## src/rtl/interrupt_acknowledge_sequencer_pkg.sv

```systemverilog
// Shared types and helpers for the interrupt acknowledge sequencer:
// FSM encoding, lowest-set-bit search and level decoding.
package interrupt_acknowledge_sequencer_pkg;

    typedef enum logic [1:0] {
        IDLE  = 2'd0,
        ACK1  = 2'd1,
        WAIT2 = 2'd2,
        ACK2  = 2'd3
    } ack_state_t;

    typedef struct packed {
        logic       valid;
        logic [2:0] index;
    } lowest_bit_t;

    // Bit 0 carries the highest priority, so the search returns the lowest set index.
    function automatic lowest_bit_t lowest_set_bit(input logic [7:0] bits);
        lowest_bit_t result;
        result = '0;
        for (int i = 7; i >= 0; i--) begin
            if (bits[i]) begin
                result.valid = 1'b1;
                result.index = 3'(i);
            end
        end
        return result;
    endfunction

    function automatic logic [7:0] level_to_one_hot(input logic [2:0] level);
        return 8'b0000_0001 << level;
    endfunction

endpackage

```

## src/rtl/interrupt_acknowledge_sequencer_priority_resolver.sv

```systemverilog
// Combinational priority resolver: picks the highest-priority pending level
// and reports whether it outranks everything currently in service.
module priority_resolver
    import interrupt_acknowledge_sequencer_pkg::*;
(
    input  logic [7:0] pending,
    input  logic [7:0] in_service,
    output logic [2:0] level,
    output logic       valid,
    output logic       request_higher
);

    lowest_bit_t request_bit;
    lowest_bit_t service_bit;

    // An empty ISR behaves as level 8, below every real request.
    always_comb begin
        request_bit    = lowest_set_bit(pending);
        service_bit    = lowest_set_bit(in_service);
        level          = request_bit.index;
        valid          = request_bit.valid;
        request_higher = request_bit.valid &&
                         (!service_bit.valid || (request_bit.index < service_bit.index));
    end

endmodule

```

## src/rtl/interrupt_acknowledge_sequencer.sv

```systemverilog
// 8086-mode INTA sequencer: raises INT, runs the two-pulse acknowledge,
// maintains the ISR (EOI / AEOI) and drives the vector byte.
module interrupt_acknowledge_sequencer
    import interrupt_acknowledge_sequencer_pkg::*;
#(
    parameter int unsigned SPURIOUS_LEVEL = 7
)
(
    input  logic       clock,
    input  logic       write_initial_command_word_1_reset,
    input  logic [7:0] interrupt_request_register,
    input  logic [7:0] interrupt_mask,
    input  logic       interrupt_acknowledge_n,
    input  logic       end_of_interrupt,
    input  logic       auto_eoi_config,
    input  logic [4:0] vector_base,
    output logic       interrupt_to_cpu,
    output logic       freeze,
    output logic [7:0] clear_interrupt_request,
    output logic [7:0] in_service_register,
    output logic [7:0] data_bus_out,
    output logic       data_bus_out_enable
);

    ack_state_t state, state_next;
    logic       inta_prev;
    logic [2:0] level, level_next;
    logic       spurious, spurious_next;
    logic       interrupt_next, freeze_next, enable_next;
    logic [7:0] clear_next, isr_next, data_next;

    logic [7:0] pending;
    logic [2:0] request_level, eoi_level;
    logic       request_valid, request_higher, eoi_valid, eoi_higher;
    logic       fall, rise;

    assign pending = interrupt_request_register & ~interrupt_mask;
    assign fall    = inta_prev & ~interrupt_acknowledge_n;
    assign rise    = ~inta_prev & interrupt_acknowledge_n;

    priority_resolver u_request_resolver (
        .pending        (pending),
        .in_service     (in_service_register),
        .level          (request_level),
        .valid          (request_valid),
        .request_higher (request_higher)
    );

    // With nothing in service the second resolver simply finds the lowest ISR bit.
    priority_resolver u_eoi_resolver (
        .pending        (in_service_register),
        .in_service     (8'h00),
        .level          (eoi_level),
        .valid          (eoi_valid),
        .request_higher (eoi_higher)
    );

    always_comb begin
        state_next     = state;
        level_next     = level;
        spurious_next  = spurious;
        interrupt_next = 1'b0;
        freeze_next    = freeze;
        clear_next     = 8'h00;
        data_next      = data_bus_out;
        enable_next    = data_bus_out_enable;
        isr_next       = in_service_register;

        // EOI acts on the ISR as it stood at the start of the cycle; a set below still lands.
        if (end_of_interrupt && eoi_valid && eoi_higher) begin
            isr_next = isr_next & ~level_to_one_hot(eoi_level);
        end

        case (state)
            IDLE: begin
                interrupt_next = request_higher;
                if (fall) begin
                    state_next     = ACK1;
                    interrupt_next = 1'b0;
                    freeze_next    = 1'b1;
                    level_next     = request_valid ? request_level : 3'(SPURIOUS_LEVEL);
                    spurious_next  = !request_valid;
                    if (request_valid) begin
                        clear_next = level_to_one_hot(request_level);
                        isr_next   = isr_next | clear_next;
                    end
                end
            end
            ACK1: begin
                if (rise) begin
                    state_next = WAIT2;
                end
            end
            WAIT2: begin
                if (fall) begin
                    state_next  = ACK2;
                    data_next   = {vector_base, level};
                    enable_next = 1'b1;
                end
            end
            ACK2: begin
                if (rise) begin
                    state_next  = IDLE;
                    data_next   = 8'h00;
                    enable_next = 1'b0;
                    freeze_next = 1'b0;
                    if (auto_eoi_config && !spurious) begin
                        isr_next = isr_next & ~level_to_one_hot(level);
                    end
                end
            end
            default: state_next = IDLE;
        endcase
    end

    always_ff @(posedge clock or posedge write_initial_command_word_1_reset) begin
        if (write_initial_command_word_1_reset) begin
            state                   <= IDLE;
            inta_prev               <= 1'b1;
            level                   <= 3'd0;
            spurious                <= 1'b0;
            interrupt_to_cpu        <= 1'b0;
            freeze                  <= 1'b0;
            clear_interrupt_request <= 8'h00;
            in_service_register     <= 8'h00;
            data_bus_out            <= 8'h00;
            data_bus_out_enable     <= 1'b0;
        end else begin
            state                   <= state_next;
            inta_prev               <= interrupt_acknowledge_n;
            level                   <= level_next;
            spurious                <= spurious_next;
            interrupt_to_cpu        <= interrupt_next;
            freeze                  <= freeze_next;
            clear_interrupt_request <= clear_next;
            in_service_register     <= isr_next;
            data_bus_out            <= data_next;
            data_bus_out_enable     <= enable_next;
        end
    end

endmodule

```

## config.mk

```make
export PLATFORM = sky130hd
export DESIGN_NAME = interrupt_acknowledge_sequencer
export DESIGN_NICKNAME = d
export VERILOG_FILES = /design/src/rtl/interrupt_acknowledge_sequencer_pkg.sv /design/src/rtl/interrupt_acknowledge_sequencer_priority_resolver.sv /design/src/rtl/interrupt_acknowledge_sequencer.sv
export SDC_FILE = /design/constraint.sdc
export NUM_CORES = 1
export LEC_CHECK = 0
export ABC_AREA = 1
export ABC_CLOCK_PERIOD_IN_PS = 1950
export CORE_AREA = 3 3 53 91
export CTS_BUF_LIST = sky130_fd_sc_hd__clkbuf_4 sky130_fd_sc_hd__clkbuf_8 sky130_fd_sc_hd__clkbuf_16
export DETAILED_ROUTE_END_ITERATION = 16
export DIE_AREA = 0 0 56 94
export PLACE_DENSITY = 0.78
export SLEW_MARGIN = 0
export SYNTH_ARGS = -nofsm -noshare
export SYNTH_HDL_FRONTEND = slang
export SYNTH_SLANG_ARGS = --single-unit
```

## constraint.sdc

```tcl
create_clock -name clock -period 1.95 [get_ports clock]
set_input_delay 0.39 -clock clock [delete_from_list [all_inputs] [get_ports clock]]
set_output_delay 0.39 -clock clock [all_outputs]
set_load 0.05 [all_outputs]
```

==> results.tsv <==
metric	value	unit
Worst Hold Class	in2async	
ranking of synthesized cells by area	dfrtp_1 41%, inv_1 9.1%, nand2_1 7.5%	
Main synth FF type	dfrtp_1	
Clock Latency Late Sink	280	ps
placer congestion estimate	0.8752	
Max-cap violations	0	
WP data arrival	1450	ps
total CTS buffers	5	
Peak Freq	543.0	MHz
Port Buffers	52	
grt ovf	0	
Ports	53	
pin count of the biggest net entering global routing	35	
Max Fanout on Critical Path	3	
status	finished clean	
switching power	1.692	mW
final-report hold violation count	0	
Die Wd	56	um
Synthesized Nets	282	
CTS root buffer	clkbuf_8	
Hold WS	493.7	ps
final instance area	2715	um2
Sequential Power Share	28.9	%
# hold bufs at CTS	0	
Ant. Diodes	0	
crit path capture type	primary output	
Buffers & Inverters on Critical Path	1	
area leader, netlist	dfrtp_1	
crit share post-route	94.43	%
Total Nets Final	347	
synthesis-to-layout area growth	34.95	%
synthesized area	2012	um2
Clock Tree Buf Depth	2	
Core Area	4189	um2
All-Layer GR Usage	18.91	%
register area share after synthesis	42.35	%
initial antenna violation count	0	
switch share	47.27	%
Placed Area	2620	um2
Yosys reg bits	34	
Post-synth EDFFs	0	
DPL Wire Length	3720	um
Max-slew headroom	66.29	%
top cell type's share of synthesized area	41.04	%
post-route minimum period	1841	ps
# clock sinks	34	
DR pass1 iterations	4	
Crit path max-delay family	buffers and inverters	
cells after synthesis	251	
FFs w/ async S/R, synth	100.0	%
post-synth cell types	32	
vias in the first global route	1879	
die area	5264	um2
power share of the combinational group	56.0	%
pwr/cell area	1319	nW/um2
VDD IR max	0.9854	mV
most frequent cell after synthesis	inv_1	
final core occ	64.81	%
H-tree Lvls	2	
Critical Path RT	1560	ps
final WL	4420	um
fraction of layout cells with a size suffix above 1	22.08	%
WL per Instance	12.08	um
max-slew violation total from the final report	0	
vias per std cell	4.981	
cts repair resizes	0	
critical path, cell by cell	clkdlybuf4s50_1	
most frequent cells after synthesis	49 x inv_1, 40 x nand2_1, 33 x dfrtp_1	
mean area per synthesized cell	8.016	um2
clock slew at the register clock pins of the worst setup and hold paths	60	ps
Worst Tran Pin Value	504.1	ps
Syn. warnings	0	
RSZ-0062 raised after global routing	no	
DP Worst Slack	-57.36	ps
global-route wire length before repair	7810	um
Initial Util	48.03	%
Die H	94	um
crit path kind	reg2out	
Setup violations, final	0	
slowest CP cell	clkdlybuf4s50_1	
CP peak stage delay	810	ps
Iter 0 DRT Violations	27	
post-route setup slack	108.5	ps
FF+latch area	852.1	um2
Clock Skew	1.643	ps
Post-DRT Antenna Nets	0	
Worst setup SP type	flop	
drt drc	0	
Post-CTS Setup Inserts	0	
Leak Pwr	1.403	nW
clock group share of total power	15.1	%
CTS tree	built	
fillers	373	
Int Power	1.888	mW
Core Rows	31	
Via Count	1823	
area of the multi-input gates	920.9	um2
## per-layer routing
| metal | part of all wire [%] | global-route usage [%] |
|---|---|---|
| met2 | 58 | 36.91 |
| met1 | 34 | 17.57 |
| met3 | 5.3 | 5.227 |
| met4 | 2.6 | 8.515 |
| met5 | 0 | 0 |
## per-stage QoR
stage	std cells	total power, mW	TNS, ps
after global placement	358	3.004	-16.70
final	366	3.580	0
after global routing	366	3.867	0
after CTS	366	3.600	0
after detailed placement	358	3.067	-57.36
after floorplan	251	2.453	0
## path summary, 6_finish.rpt
kind,to,depth (start not counted),start,slack (ps)
worst max-delay path,in_service_register[1],1,in_service_register[1],110
worst min-delay path,in_service_register[3],3,write_initial_command_word_1_reset,490
worst max register to register,in_service_register[7],10,state[0],250
worst min register to register,freeze,2,freeze,500
max in group asynchronous,inta_prev,3,write_initial_command_word_1_reset,1130
min in group clock,freeze,2,freeze,500
## power groups by stage
| stage | clock network, mW | logic [mW] | registers [mW] |
|---|---|---|---|
| 5_1_grt | 0.582 | 2.21 | 1.07 |
| 3_3_place_gp | 0 | 1.97 | 1.03 |
| 2_1_floorplan | 0 | 0.977 | 1.48 |
| 4_1_cts | 0.544 | 2.02 | 1.04 |
| 3_5_place_dp | 0 | 2.02 | 1.05 |
| 6_report | 0.539 | 2.01 | 1.03 |
## placed cells by master, fill, tap and decap left out, drive strengths merged
master	Yosys	routed
clkdlybuf4s50	0	40
nand2	55	55
nand4	9	9
buf	2	20
a21oi	18	18
nor2	22	22
nand3	13	13
ha	5	5
clkbuf	0	7
nor3	6	6
clkinv	1	2
a41oi	1	1
or2	2	2
inv	58	58
o21ai	16	16
o22ai	5	5
dfstp	1	1
o21bai	1	1
dfrtp	33	33
a22o	1	1
a22oi	2	2
## cell families after synthesis
logic type / after synthesis / synth area share (%)
AOI/OAI and AO/OA: 44 / 13.31
adders and majority gates: 5 / 3.109
buffers and inverters: 61 / 11.88
DFF: 34 / 42.35
and+or+nand+nor: 107 / 29.35
## state kept, by name, summed over array words and instances, names as in the netlist, 2 cells and up
register                 count
clear_interrupt_request      8
data_bus_out                 8
in_service_register          8
level                        3
state                        2
## area by class of cell
| cell class | instances | share of cell area [%] |
|---|---|---|
| Clock buffer | 7 | 3.318 |
| Clock inverter | 1 | 0.1843 |
| Inverter | 59 | 8.203 |
| Multi-Input combinational cell | 156 | 33.92 |
| Sequential cell | 34 | 31.38 |
| Tap cell | 49 | 2.258 |
| Timing Repair Buffer | 60 | 20.74 |
No activity file was read; power rests on OpenSTA's default activity.
